File: src/rtl/esdi_pkg.sv
`default_nettype none
// ============================================================================
//  Module      : esdi_pkg
//  Description : Shared types, frame sizes and parity helpers for the ESDI
//                serial command/status sequencer.
//  Revision    : 1.0 - initial release
// ============================================================================
package esdi_pkg;

    localparam int CMD_BITS   = 16;
    localparam int FRAME_BITS = 17;
    localparam int CNT_W      = 5;

    typedef enum logic [2:0] {
        ST_IDLE    = 3'd0,
        ST_C_ACK   = 3'd1,
        ST_C_REL   = 3'd2,
        ST_EXEC    = 3'd3,
        ST_RSP     = 3'd4,
        ST_S_SETUP = 3'd5,
        ST_S_ACK   = 3'd6,
        ST_S_REL   = 3'd7
    } esdi_state_t;

    // A frame is good when the total number of ones (data + parity) is odd.
    function automatic logic frame_parity_ok(input logic [FRAME_BITS-1:0] frame);
        return ^frame;
    endfunction

    // Parity bit that makes {word, bit} carry an odd number of ones.
    function automatic logic odd_parity_bit(input logic [CMD_BITS-1:0] word);
        return ~(^word);
    endfunction

endpackage
`default_nettype wire

File: src/rtl/esdi_sync.sv
`default_nettype none
// ============================================================================
//  Module      : esdi_sync
//  Description : Two-flop synchronizer bringing asynchronous ESDI pins into
//                the clk domain.
//  Revision    : 1.0 - initial release
// ============================================================================
module esdi_sync #(
    parameter int WIDTH = 1
) (
    input  logic             clk,
    input  logic             resetn,
    input  logic [WIDTH-1:0] i_d,
    output logic [WIDTH-1:0] o_q
);

    logic [WIDTH-1:0] r_meta;
    logic [WIDTH-1:0] r_sync;

    // Metastability filter: first flop may go metastable, second resolves it.
    always_ff @(posedge clk or negedge resetn) begin
        if (!resetn) begin
            r_meta <= '0;
            r_sync <= '0;
        end else begin
            r_meta <= i_d;
            r_sync <= r_meta;
        end
    end

    assign o_q = r_sync;

endmodule
`default_nettype wire

File: src/rtl/esdi_serial_ctrl.sv
`default_nettype none
// ============================================================================
//  Module      : esdi_serial_ctrl
//  Description : Bit-serial ESDI command/status sequencer. Shifts in 17-bit
//                commands over transfer_req/transfer_ack, hands the word to
//                the drive command processor, and shifts the 16-bit response
//                plus odd parity back out on confstat_data.
//  Revision    : 1.0 - initial release
// ============================================================================
module esdi_serial_ctrl
    import esdi_pkg::*;
#(
    parameter int ACK_DELAY = 4,
    parameter int TIMEOUT   = 1_000_000
) (
    input  logic        clk,
    input  logic        resetn,
    input  logic        esdi_transfer_req,
    input  logic        esdi_command_data,
    output logic        esdi_transfer_ack,
    output logic        esdi_confstat_data,
    output logic        esdi_command_complete,
    output logic        esdi_attention,
    output logic [15:0] cmd_word,
    output logic        cmd_valid,
    input  logic        cmd_ready,
    input  logic        rsp_valid,
    input  logic        rsp_has_data,
    input  logic [15:0] rsp_word,
    input  logic        attn_clear,
    output logic        err_parity,
    output logic        err_timeout
);

    localparam int                TMO_W      = $clog2(TIMEOUT + 1);
    localparam logic [CNT_W-1:0]  c_last_bit = CNT_W'(FRAME_BITS);
    localparam logic [7:0]        c_ack_dly  = 8'(ACK_DELAY);
    localparam logic [TMO_W-1:0]  c_tmo_last = TMO_W'(TIMEOUT - 1);

    logic w_rq;
    logic w_cd;
    logic w_rq_rise;
    logic w_mid_frame;

    esdi_state_t r_state, w_state_nxt;

    logic [CNT_W-1:0]      r_cnt,        w_cnt_nxt;
    logic [7:0]            r_dly,        w_dly_nxt;
    logic [TMO_W-1:0]      r_tmo,        w_tmo_nxt;
    logic [FRAME_BITS-1:0] r_shift,      w_shift_nxt;
    logic [FRAME_BITS-1:0] r_rsp,        w_rsp_nxt;
    logic                  r_ack,        w_ack_nxt;
    logic                  r_confstat,   w_confstat_nxt;
    logic                  r_cc,         w_cc_nxt;
    logic                  r_cmd_valid,  w_cmd_valid_nxt;
    logic [CMD_BITS-1:0]   r_cmd_word,   w_cmd_word_nxt;
    logic                  r_attn,       w_attn_nxt;
    logic                  r_err_par,    w_err_par_nxt;
    logic                  r_err_tmo,    w_err_tmo_nxt;
    logic                  r_rq_d;

    esdi_sync #(.WIDTH(1)) u_sync_req (
        .clk    (clk),
        .resetn (resetn),
        .i_d    (esdi_transfer_req),
        .o_q    (w_rq)
    );

    esdi_sync #(.WIDTH(1)) u_sync_cd (
        .clk    (clk),
        .resetn (resetn),
        .i_d    (esdi_command_data),
        .o_q    (w_cd)
    );

    assign w_rq_rise   = w_rq & ~r_rq_d;
    assign w_mid_frame = (r_cnt != '0);

    // State register.
    always_ff @(posedge clk or negedge resetn) begin
        if (!resetn) begin
            r_state <= ST_IDLE;
        end else begin
            r_state <= w_state_nxt;
        end
    end

    // Datapath and output registers.
    always_ff @(posedge clk or negedge resetn) begin
        if (!resetn) begin
            r_cnt       <= '0;
            r_dly       <= '0;
            r_tmo       <= '0;
            r_shift     <= '0;
            r_rsp       <= '0;
            r_ack       <= 1'b0;
            r_confstat  <= 1'b0;
            r_cc        <= 1'b1;
            r_cmd_valid <= 1'b0;
            r_cmd_word  <= '0;
            r_attn      <= 1'b0;
            r_err_par   <= 1'b0;
            r_err_tmo   <= 1'b0;
            r_rq_d      <= 1'b0;
        end else begin
            r_cnt       <= w_cnt_nxt;
            r_dly       <= w_dly_nxt;
            r_tmo       <= w_tmo_nxt;
            r_shift     <= w_shift_nxt;
            r_rsp       <= w_rsp_nxt;
            r_ack       <= w_ack_nxt;
            r_confstat  <= w_confstat_nxt;
            r_cc        <= w_cc_nxt;
            r_cmd_valid <= w_cmd_valid_nxt;
            r_cmd_word  <= w_cmd_word_nxt;
            r_attn      <= w_attn_nxt;
            r_err_par   <= w_err_par_nxt;
            r_err_tmo   <= w_err_tmo_nxt;
            r_rq_d      <= w_rq;
        end
    end

    // Next-state and register update logic for both serial phases.
    always_comb begin
        w_state_nxt     = r_state;
        w_cnt_nxt       = r_cnt;
        w_dly_nxt       = r_dly;
        w_tmo_nxt       = '0;
        w_shift_nxt     = r_shift;
        w_rsp_nxt       = r_rsp;
        w_ack_nxt       = r_ack;
        w_confstat_nxt  = r_confstat;
        w_cc_nxt        = r_cc;
        w_cmd_valid_nxt = r_cmd_valid;
        w_cmd_word_nxt  = r_cmd_word;
        w_attn_nxt      = r_attn;
        w_err_par_nxt   = r_err_par;
        w_err_tmo_nxt   = r_err_tmo;

        // Clear first so an error raised in the same cycle overrides it.
        if (attn_clear) begin
            w_attn_nxt    = 1'b0;
            w_err_par_nxt = 1'b0;
            w_err_tmo_nxt = 1'b0;
        end

        case (r_state)
            ST_IDLE, ST_S_SETUP: begin
                if (w_rq_rise) begin
                    if (r_state == ST_IDLE) begin
                        w_shift_nxt = {r_shift[FRAME_BITS-2:0], w_cd};
                        w_cc_nxt    = 1'b0;
                        w_state_nxt = ST_C_ACK;
                    end else begin
                        w_confstat_nxt = r_rsp[FRAME_BITS-1];
                        w_rsp_nxt      = {r_rsp[FRAME_BITS-2:0], 1'b0};
                        w_state_nxt    = ST_S_ACK;
                    end
                    w_cnt_nxt = r_cnt + 1'b1;
                    w_dly_nxt = 8'd1;
                end else if (w_mid_frame) begin
                    // Host went quiet inside a partial word: abandon it.
                    if (r_tmo == c_tmo_last) begin
                        w_err_tmo_nxt = 1'b1;
                        w_attn_nxt    = 1'b1;
                        w_cnt_nxt     = '0;
                        w_ack_nxt     = 1'b0;
                        w_cc_nxt      = 1'b1;
                        w_state_nxt   = ST_IDLE;
                    end else begin
                        w_tmo_nxt = r_tmo + 1'b1;
                    end
                end
            end

            ST_C_ACK, ST_S_ACK: begin
                if (r_dly == c_ack_dly) begin
                    w_ack_nxt   = 1'b1;
                    w_state_nxt = (r_state == ST_C_ACK) ? ST_C_REL : ST_S_REL;
                end else begin
                    w_dly_nxt = r_dly + 1'b1;
                end
            end

            ST_C_REL: begin
                if (r_ack) begin
                    if (!w_rq) begin
                        w_ack_nxt = 1'b0;
                        if (r_cnt != c_last_bit) begin
                            w_state_nxt = ST_IDLE;
                        end
                    end
                end else begin
                    // Last bit released one cycle ago: judge the frame.
                    w_cnt_nxt = '0;
                    if (frame_parity_ok(r_shift)) begin
                        w_cmd_word_nxt  = r_shift[FRAME_BITS-1:1];
                        w_cmd_valid_nxt = 1'b1;
                        w_state_nxt     = ST_EXEC;
                    end else begin
                        w_err_par_nxt = 1'b1;
                        w_attn_nxt    = 1'b1;
                        w_cc_nxt      = 1'b1;
                        w_state_nxt   = ST_IDLE;
                    end
                end
            end

            ST_EXEC: begin
                if (cmd_ready) begin
                    w_cmd_valid_nxt = 1'b0;
                    w_state_nxt     = ST_RSP;
                end
            end

            ST_RSP: begin
                if (rsp_valid) begin
                    if (rsp_has_data) begin
                        w_rsp_nxt   = {rsp_word, odd_parity_bit(rsp_word)};
                        w_cnt_nxt   = '0;
                        w_state_nxt = ST_S_SETUP;
                    end else begin
                        w_cc_nxt    = 1'b1;
                        w_state_nxt = ST_IDLE;
                    end
                end
            end

            ST_S_REL: begin
                if (r_ack) begin
                    if (!w_rq) begin
                        w_ack_nxt = 1'b0;
                        if (r_cnt != c_last_bit) begin
                            w_state_nxt = ST_S_SETUP;
                        end
                    end
                end else begin
                    w_cnt_nxt   = '0;
                    w_cc_nxt    = 1'b1;
                    w_state_nxt = ST_IDLE;
                end
            end

            default: begin
                w_state_nxt = ST_IDLE;
            end
        endcase
    end

    assign esdi_transfer_ack     = r_ack;
    assign esdi_confstat_data    = r_confstat;
    assign esdi_command_complete = r_cc;
    assign esdi_attention        = r_attn;
    assign cmd_word              = r_cmd_word;
    assign cmd_valid             = r_cmd_valid;
    assign err_parity            = r_err_par;
    assign err_timeout           = r_err_tmo;

endmodule
`default_nettype wire

File: config.mk
export PLATFORM = sky130hd
export DESIGN_NAME = esdi_serial_ctrl
export DESIGN_NICKNAME = d
export VERILOG_FILES = /design/src/rtl/esdi_pkg.sv /design/src/rtl/esdi_sync.sv /design/src/rtl/esdi_serial_ctrl.sv
export SDC_FILE = /design/constraint.sdc
export NUM_CORES = 1
export LEC_CHECK = 0
export ABC_CLOCK_PERIOD_IN_PS = 3000
export BUFFER_PORTS_ARGS = -buffer_cell sky130_fd_sc_hd__buf_2
export CAP_MARGIN = 15
export CORE_AREA = 2 2 84 147
export CTS_BUF_LIST = sky130_fd_sc_hd__clkbuf_16
export CTS_CLUSTER_DIAMETER = 40
export DETAILED_ROUTE_END_ITERATION = 8
export DIE_AREA = 0 0 86 149
export PLACE_DENSITY = 0.59
export SLEW_MARGIN = 40
export SYNTH_ARGS = -nofsm -noshare
export SYNTH_HDL_FRONTEND = slang
export SYNTH_SLANG_ARGS = --single-unit
File: constraint.sdc
create_clock -name clk -period 3 [get_ports clk]
set_input_delay 0.15 -clock clk [delete_from_list [all_inputs] [get_ports clk]]
set_output_delay 0.15 -clock clk [all_outputs]
set_load 0.01 [all_outputs]
# Yosys cells after proc, flatten, opt, wreduce, memory -nomap -nowiden
# Cells that the tools add are included.
[classes]
add_sub_neg = 3
eq_ne = 33
n_mux = 73
bitwise = 5
n_reduce_logical = 23
[op_table]
columns = ["operator", "n"]
rows = [
  ["20-bit 2-to-1 mux", 4],
  ["17-bit 2-to-1 mux", 4],
  ["3-bit 2-to-1 mux", 15],
  ["17-bit case mux with 2 select lines", 1],
  ["1-bit 2-to-1 mux", 33],
  ["2-bit inequality test, second input constant", 16],
  ["5-bit 2-to-1 mux", 6],
  ["3-bit inequality test, second input constant", 7],
  ["20-bit by 1-bit adder with 20-bit output, second input constant", 1],
  ["20-bit == test, second input constant", 1],
  ["3-bit case mux with 6 select lines", 1],
  ["9-bit AND reduction", 2],
  ["17-bit XOR reduction", 1],
  ["8-bit 2-to-1 mux", 2],
  ["8-bit case mux with 2 select lines", 1],
  ["16-bit XOR reduction", 1],
  ["5-bit case mux with 3 select lines", 1],
  ["3-bit == test, second input constant", 4],
  ["3-bit AND reduction", 4],
  ["5-bit AND reduction", 2],
  ["8-bit by 1-bit adder with 8-bit output, second input constant", 1],
  ["8-bit by 3-bit == test with 1-bit output, second input constant", 1],
  ["3-bit by 2-bit == test with 1-bit output, second input constant", 2],
  ["6-bit AND reduction", 1],
  ["other kinds (16)", 25],
]
[word_totals]
regBits = 98
out_inout_bits = 23
wordCells = 156

# Logic depth before layout (Yosys ltp)
# Gate-level depths: netlist (run 1).
[logic_depth]
depth_word = 5
ltp_mapped = 8

# By module
# Synthesis (run 1) repeated with hierarchy kept, for this count alone.
[unflattened]
cells_unflattened = 457
area_unflattened_um2 = 4938.5
[by_module_without_submodules]
columns = ["module", "n_inst", "cells_per_inst", "area_per_inst_um2", "seq_area_each_um2"]
rows = [
  ["esdi_serial_ctrl", 1, 453, 4838.4, 2353.5],
  ["esdi_sync", 2, 2, 50.0, 50.0],
]

# Worst setup path after synthesis (run 1)
# Ideal clock, no wire load.
[synth_path]
kind = "register -> register"
startpoint = "reg r_tmo[10]"
endpoint = "reg r_cnt[2]"
setup_ps = 126
arrival_ps = 2344
required_ps = 2874
slack_ps = 530
stages_incl_launch_ff = 7
synth_period_minus_slack_ps = 2470
cell_sequence = "dfrtp_1 > or4b_1 > or4_4 > o31ai_4 > o211ai_1 > a221o_1 > a221o_1"
[synth_between]
elab_chain_cells = 3
[synth_rtl]
columns = ["item", "line", "rtl"]
rows = [
  ["start: declaration", "esdi_serial_ctrl.sv:49", "logic [TMO_W-1:0] r_tmo, w_tmo_nxt;"],
  ["start signal: assignment", "esdi_serial_ctrl.sv:108", "r_tmo <= w_tmo_nxt;"],
  ["20-bit == test", "esdi_serial_ctrl.sv:163", "if (r_tmo == c_tmo_last) begin"],
  ["3-bit inequality test (no source line)", "--", ""],
  ["6-bit AND reduction (no source line)", "--", ""],
  ["end signal: assignment", "esdi_serial_ctrl.sv:106", "r_cnt <= w_cnt_nxt;"],
  ["end: declaration", "esdi_serial_ctrl.sv:47", "logic [CNT_W-1:0] r_cnt, w_cnt_nxt;"],
]
# No other way between the ends.
# A chain may end at the register's enable or synchronous reset.

# Worst setup path after layout (run 1)
# Ends and elaborated chain as after synthesis.

==> parameters.txt, run 1 <==
Parameter                              Value

Min path
  Worst hold path startpoint ... attn_clear
  Class of the most critical hold timing path ... primary input to flop

Clocking
  TritonCTS clock tree ... yes
  Register clock-pin slew on the reported worst setup and hold paths ... 70 ps
  CTS hold repair buffers ... 3
  Later-pin clock latency in the skew report ... 350 ps
  Clock root buffer ... sky130_fd_sc_hd__clkbuf_16
  Post-CTS sizing ... 0
  Maximum buffer depth of the clock tree ... 2
  H-tree depth reported by CTS ... 3
  CTS sink count ... 98
  Inserted Clock Buffers ... 9
  Post-CTS Setup Repair Bufs ... 0

Finish
  Number of nets at the end of the flow ... 564
  Layout area overhead ... 15.8%
  Fraction of layout instances using a drive strength above 1 ... 18.8%
  Leading cell types in the layout, fill and taps excluded ... 97 x sky130_fd_sc_hd__dfrtp_1, 73 x sky130_fd_sc_hd__nand2_1, 57 x sky130_fd_sc_hd__nor2_1
  Number of antenna diodes ... 0
  Final core utilization ... 47.4%
  Leading cell type in the layout, fill and taps excluded ... sky130_fd_sc_hd__dfrtp_1
  Final std cell area, no fill ... 0.00556 mm2

Synthesis
  Share of the synthesized area in the top cell type ... 50.6%
  Number of synthesized register bits ... 98
  Top cells by area in the synthesized netlist ... sky130_fd_sc_hd__dfrtp_1 51%, sky130_fd_sc_hd__xnor2_1 6.4%, sky130_fd_sc_hd__nand2_1 5.7%, sky130_fd_sc_hd__mux2_2 4.7%, sky130_fd_sc_hd__nor2_1 4.5%
  Sequential-to-total area share from yosys stat ... 51.1%
  Area leader, netlist ... sky130_fd_sc_hd__dfrtp_1
  Netlist cell types ... 50
  Net count of the mapped netlist ... 511
  Count of warnings emitted by yosys ... 0
  Dominant synthesized flop cell ... sky130_fd_sc_hd__dfrtp_1
  Number of enable flip-flop cells after synthesis ... 0
  Async set-or-reset flop fraction in the synthesized netlist ... 100%
  Syn Std Cell Area ... 0.00480 mm2
  Number of instances in the synthesized netlist ... 481
  Syn_area_per_cell ... 9.98 um2

Placement
  Placed inst area ... 0.00523 mm2
  Placer's final routability congestion estimate ... 0.884
  Port buffer count ... 46
  Placed wire-length estimate after detailed placement ... 6810 um

Timing
  Setup_tns ... 0 ps
  Setup repair after global routing missed its margin ... no
  Fin Clk Skew ... 11.7 ps
  Final setup violation count ... 0
  Post-route fraction of the period consumed by the critical path ... 88.6%
  Min cycle time layout ... 2660 ps
  Count of pins over their slew limit ... 0
  Worst-Margin Slew ... 676 ps
  Fmax ... 0.376 GHz
  Worst relative slew slack ... 54.5%
  Final hold viol count ... 0

Setup path
  Max stage delay cell, worst path ... sky130_fd_sc_hd__or4b_1
  Family with the most delay on the worst path ... compound AO/OA/AOI/OAI gates
  Highest net fanout along the worst path ... 6
  CP Capture Type ... flop
  Critical path startpoint ... r_tmo[10]
  Startpoint of the worst register-to-register path ... r_tmo[10]
  Buffers & Inverters on Critical Path ... 0
  Crit-path cells ... or4b_1 -> or4_4 -> o31ai_4 -> o211ai_1 -> a221o_1 -> a221o_1
  Most frequent cell on the critical path ... sky130_fd_sc_hd__a221o_1
  CP startpoint kind ... flop
  CP required ... 3230 ps
  Critical Setup Path Class ... flop to flop
  Crit path DAT ... 2880 ps
  Maximum cell stage delay along the critical path ... 540 ps

GRT
  GRT Resource Usage Total ... 16.2%
  Global route total overflow ... 0
  Via count of the first global-routing pass ... 3425
  Antenna violations before repair ... 0
  Maximum number of pins on one net before global-route repair ... 66
  First-pass GRT wire length ... 16500 um

Detailed routing
  Avg WL per Cell ... 14.1 um
  DRC ... 0
  Total Wirelength ... 9510 um
  Routed via count divided by cell count ... 5.20
  Total number of vias ... 3507
  Number of iterations in the first detailed-routing pass ... 4
  Post-route antenna net violation count ... 0
  Violation count after the first detailed-route iteration ... 217

Job
  MaxCap Viol Count ... 0

Floorplan
  Die Wd ... 86 um
  Initial core utilization ... 40.9%
  Number of rows created at floorplan ... 53
  Count of pins on the block boundary ... 47
  Placeable core area ... 0.0117 mm2
  Die Span Y ... 149 um
  Die area ... 0.0128 mm2

Pwr
  Static power due to leakage ... 2.56 nW
  Pwr/cell area ... 842 mW/mm2
  Worst-case vdd ir drop ... 0.391 mV

Outcome
  Run status ... finished, final reports clean
per-layer routing:
layer / GRT usage, % / vias up / share of wire, % / wire, um
met3: 3.49 / 15 / 3.2 / 306
li1: - / 1736 / - / -
met4: 6.59 / 0 / 2.4 / 224
met1: 19.4 / 1704 / 41 / 3930
met2: 27.9 / 52 / 53 / 5050
met5: 0 / - / 0 / 0
layout make-up:
class	instances	area [um2]
Clock inverter	6	65.1
Clock buffer	9	225
Fill cell	1129	6180
Timing Repair Buffer	60	362
Tap cell	137	171
Inverter	15	56.3
Multi-Input combinational cell	350	2220
Sequential cell	98	2450
registers in the layout, indices dropped and copies added, names as in the netlist:
signal                 flops
cmd_valid                  1
cmd_word                  16
err_parity                 1
err_timeout                1
esdi_attention             1
esdi_command_complete      1
esdi_confstat_data         1
esdi_transfer_ack          1
r_cnt                      5
r_dly                      8
r_rq_d                     1
r_rsp                     17
r_shift                   17
r_state                    3
r_tmo                     20
u_sync_cd.o_q              1
u_sync_cd.r_meta           1
u_sync_req.o_q             1
u_sync_req.r_meta          1
through the flow:
stage / power [W] / setup WS, ps / hold slack [ps] / cells
final: 0.00468 / 342 / 27.4 / 675
after global routing: 0.00502 / 245 / 49.9 / 675
after CTS: 0.00474 / 353 / 18.3 / 675
after detailed placement: 0.00358 / 369 / 260 / 657
after global placement: 0.00353 / 410 / 259 / 657
after floorplan: 0.00309 / 530 / -146 / 481
Yosys cell counts (3+ instances only):
cell	number
sky130_fd_sc_hd__nand3_1	19
sky130_fd_sc_hd__nor2b_1	3
sky130_fd_sc_hd__mux2_2	20
sky130_fd_sc_hd__dfrtp_1	97
sky130_fd_sc_hd__and3_1	4
sky130_fd_sc_hd__nand4_1	7
sky130_fd_sc_hd__nor4_1	4
sky130_fd_sc_hd__xor2_1	18
sky130_fd_sc_hd__mux2i_1	16
sky130_fd_sc_hd__clkbuf_1	15
sky130_fd_sc_hd__nand2b_1	6
sky130_fd_sc_hd__nand2_1	73
sky130_fd_sc_hd__ha_1	6
sky130_fd_sc_hd__nor4b_1	3
sky130_fd_sc_hd__nor3_1	5
sky130_fd_sc_hd__a21oi_1	24
sky130_fd_sc_hd__xnor2_1	35
sky130_fd_sc_hd__o21ai_0	14
sky130_fd_sc_hd__a211oi_1	3
sky130_fd_sc_hd__inv_1	14
sky130_fd_sc_hd__nor2_1	58
cells by family after synthesis:
family          Yosys count  share of synthesized area [%]
simple gates            195                           18.7
xor+xnor                 54                           10.1
flops                    98                           51.1
compound gates           59                           7.77
mux                      36                           8.03
buf+inv                  33                           2.63
fa+ha+maj                 6                           1.56
power by group:
part           internal [W]  leakage [nW]  total [W]  switching, W
clock network      0.000645         0.142    0.00114      0.000499
logic              0.000784          1.13    0.00165      0.000868
registers           0.00162          1.29    0.00188      0.000265
worst paths after layout:
kind / slack [ps] / endpoint / depth (start not counted)
min: 30 / err_parity / 2
max reg2reg: 340 / r_cnt[2] / 6
min in group asynchronous: 350 / cmd_word[8] / 2
min reg2reg: 360 / u_sync_cd.o_q / 0
max in group asynchronous: 1950 / esdi_command_complete / 3
max: 340 / r_cnt[2] / 6
(Power assumes the default switching activity.)
==> run 2, diff against run 1 <==
CELL_PAD_IN_SITES_DETAIL_PLACEMENT = 1   (was not set)
CELL_PAD_IN_SITES_GLOBAL_PLACEMENT = 1   (was not set)
PLACE_DENSITY = 0.72   (was 0.59)
==> run 2 against run 1 <==
Effect of this change:
- sequential power is essentially flat
- maximum frequency shrank 1.7%
- critical path depth is the same
- clock skew shrank 0.56 ps
- cell area is essentially flat
- clock power is essentially flat
- setup slack lost 46 ps
- via count grew 2.1%
- combinational power grew 3%
- core utilization is essentially flat
- count of clock-buffer cells in the layout is the same
- critical endpoint unchanged
- largest power group unchanged
==> parameters.txt, run 2 (synthesis gave the netlist of run 1 again) <==
Parameter                              Value

Clocking
  Clock root buffer ... sky130_fd_sc_hd__clkbuf_16 (unchanged)
  Post-CTS Setup Repair Bufs ... 0 (unchanged)
  Inserted Clock Buffers ... 9 (unchanged)
  Maximum buffer depth of the clock tree ... 2 (unchanged)
  H-tree depth reported by CTS ... 3 (unchanged)
  CTS sink count ... 98 (unchanged)
  Later-pin clock latency in the skew report ... 350 ps (about the same)
  TritonCTS clock tree ... yes (unchanged)
  Post-CTS sizing ... 0 (unchanged)
  CTS hold repair buffers ... 3 (unchanged)
  Register clock-pin slew on the reported worst setup and hold paths ... 70 ps (about the same)

Placement
  Port buffer count ... 46 (unchanged)
  Placed wire-length estimate after detailed placement ... 7980 um (was 6810 um)
  Placer's final routability congestion estimate ... 0.844 (was 0.884)

Timing
  Min cycle time layout ... 2700 ps (was 2660 ps)
  Post-route fraction of the period consumed by the critical path ... 90.1% (was 88.6%)
  Hold Slack ... 11.9 ps (was 27.4 ps)
  Fin Clk Skew ... 11.2 ps (was 11.7 ps)
  Setup_tns ... 0 ps (unchanged)
  Setup repair after global routing missed its margin ... no (unchanged)
  Final hold viol count ... 0 (unchanged)
  Final setup violation count ... 0 (unchanged)
  Count of pins over their slew limit ... 0 (unchanged)
  Fmax ... 0.370 GHz (was 0.376 GHz)
  Worst-Margin Slew ... 591 ps (was 676 ps)
  Worst relative slew slack ... 60.2% (was 54.5%)

Floorplan
  Die Wd ... 86 um (unchanged)
  Placeable core area ... 0.0117 mm2 (unchanged)
  Die area ... 0.0128 mm2 (unchanged)
  Initial core utilization ... 40.9% (unchanged)
  Count of pins on the block boundary ... 47 (unchanged)
  Number of rows created at floorplan ... 53 (unchanged)
  Die Span Y ... 149 um (unchanged)

GRT
  First-pass GRT wire length ... 18900 um (was 16500 um)
  Maximum number of pins on one net before global-route repair ... 63 (was 66)
  GRT Resource Usage Total ... 18.7% (was 16.2%)
  Global route total overflow ... 0 (unchanged)
  Antenna violations before repair ... 0 (unchanged)
  Via count of the first global-routing pass ... 3909 (was 3425)

Finish
  Fraction of layout instances using a drive strength above 1 ... 19.1% (was 18.8%)
  Leading cell types in the layout, fill and taps excluded ... 97 x sky130_fd_sc_hd__dfrtp_1, 73 x sky130_fd_sc_hd__nand2_1, 57 x sky130_fd_sc_hd__nor2_1 (unchanged)
  Registers with the highest flip-flop counts ... r_tmo: 20 flops, r_rsp: 17 flops, r_shift: 17 flops (unchanged)
  Max reg flops ... 20 (unchanged)
  Number of nets at the end of the flow ... 565 (was 564)
  Number of filler instances in the final layout ... 1341 (was 1129)
  Layout area overhead ... 15.9% (was 15.8%)
  Leading cell type in the layout, fill and taps excluded ... sky130_fd_sc_hd__dfrtp_1 (unchanged)
  Largest Register ... r_tmo (unchanged)
  Number of antenna diodes ... 0 (unchanged)

Job
  MaxCap Viol Count ... 0 (unchanged)

Pwr
  Static power due to leakage ... 2.56 nW (about the same)
  Worst-case vdd ir drop ... 0.405 mV (was 0.391 mV)
  Pwr/cell area ... 846 mW/mm2 (was 842 mW/mm2)

Setup path
  Crit-path cells ... or4b_1 -> or4_4 -> o31ai_4 -> o211ai_1 -> a221o_1 -> a221o_1 (unchanged)
  Critical Setup Path Class ... flop to flop (unchanged)
  CP startpoint kind ... flop (unchanged)
  Crit path DAT ... 2940 ps (was 2880 ps)
  CP Capture Type ... flop (unchanged)
  Maximum cell stage delay along the critical path ... 540 ps (about the same)
  Highest net fanout along the worst path ... 6 (unchanged)
  Family with the most delay on the worst path ... compound AO/OA/AOI/OAI gates (unchanged)
  Most frequent cell on the critical path ... sky130_fd_sc_hd__a221o_1 (unchanged)
  Buffers & Inverters on Critical Path ... 0 (unchanged)
  Startpoint of the worst register-to-register path ... r_tmo[10] (unchanged)
  CP required ... 3230 ps (about the same)
  Critical path startpoint ... r_tmo[10] (unchanged)
  Max stage delay cell, worst path ... sky130_fd_sc_hd__or4b_1 (unchanged)

Detailed routing
  Avg WL per Cell ... 16.1 um (was 14.1 um)
  Number of iterations in the first detailed-routing pass ... 4 (unchanged)
  Violation count after the first detailed-route iteration ... 109 (was 217)
  Total Wirelength ... 10900 um (was 9510 um)
  DRC ... 0 (unchanged)
  Post-route antenna net violation count ... 0 (unchanged)
  Total number of vias ... 3580 (was 3507)
  Routed via count divided by cell count ... 5.29 (was 5.20)

Min path
  Class of the most critical hold timing path ... primary input to flop (unchanged)
  Worst hold path startpoint ... attn_clear (unchanged)

Outcome
  Run status ... finished, final reports clean (unchanged)
-- run 2: worst reg2reg max path: stages (launching register included) --
cell and delay, ps:
sky130_fd_sc_hd__dfrtp_1 440, sky130_fd_sc_hd__or4b_1 540, sky130_fd_sc_hd__or4_4 470, sky130_fd_sc_hd__o31ai_4 230, sky130_fd_sc_hd__o211ai_1 180, sky130_fd_sc_hd__a221o_1 370
sky130_fd_sc_hd__a221o_1 370
-- run 2: layer usage --
metal	share of wire [%]	GRT usage (%)
met1	41	20.8
met2	55	34.5
met3	2.3	3.93
met4	1.5	6.51
met5	0	0
-- run 2: layout make-up --
class                   instances  area [um2]  share of cell area [%]
clock buffers                   9         225                    4.05
clock inverters                 7        60.1                    1.08
inverters                      15        56.3                    1.01
multi-input cells             350        2220                    40.0
flip-flops and latches         98        2450                    44.1
well taps                     137         171                    3.08
repair buffers                 61         369                    6.64
-- run 2: path summary, 6_finish.rpt --
path,end,slack (ps),cells past startpoint
min in group asynchronous,r_dly[4],350,2
max,r_cnt[2],300,6
max reg2reg,r_cnt[2],300,6
min reg2reg,u_sync_cd.o_q,350,0
max in group asynchronous,r_tmo[18],2030,3
min,err_timeout,10,2
-- run 2: power by group --
part	internal (W)	switching [W]	leakage, nW
combinational	0.000793	0.000907	1.13
clock	0.000577	0.000536	0.131
sequential	0.00162	0.000276	1.29
total	0.00298	0.00172	2.56
-- run 2: stage by stage --
stage                     power, W  utilization, %  setup WS (ps)  instances  cell area, um2
after global routing       0.00505            47.4            226        677            5560
final                      0.00470            47.4            297        677            5560
after detailed placement   0.00365            44.7            275        658            5240
after floorplan            0.00309               -            530        481            4800
after global placement     0.00356            44.7            381        658            5240
after CTS                  0.00479            47.3            280        677            5560
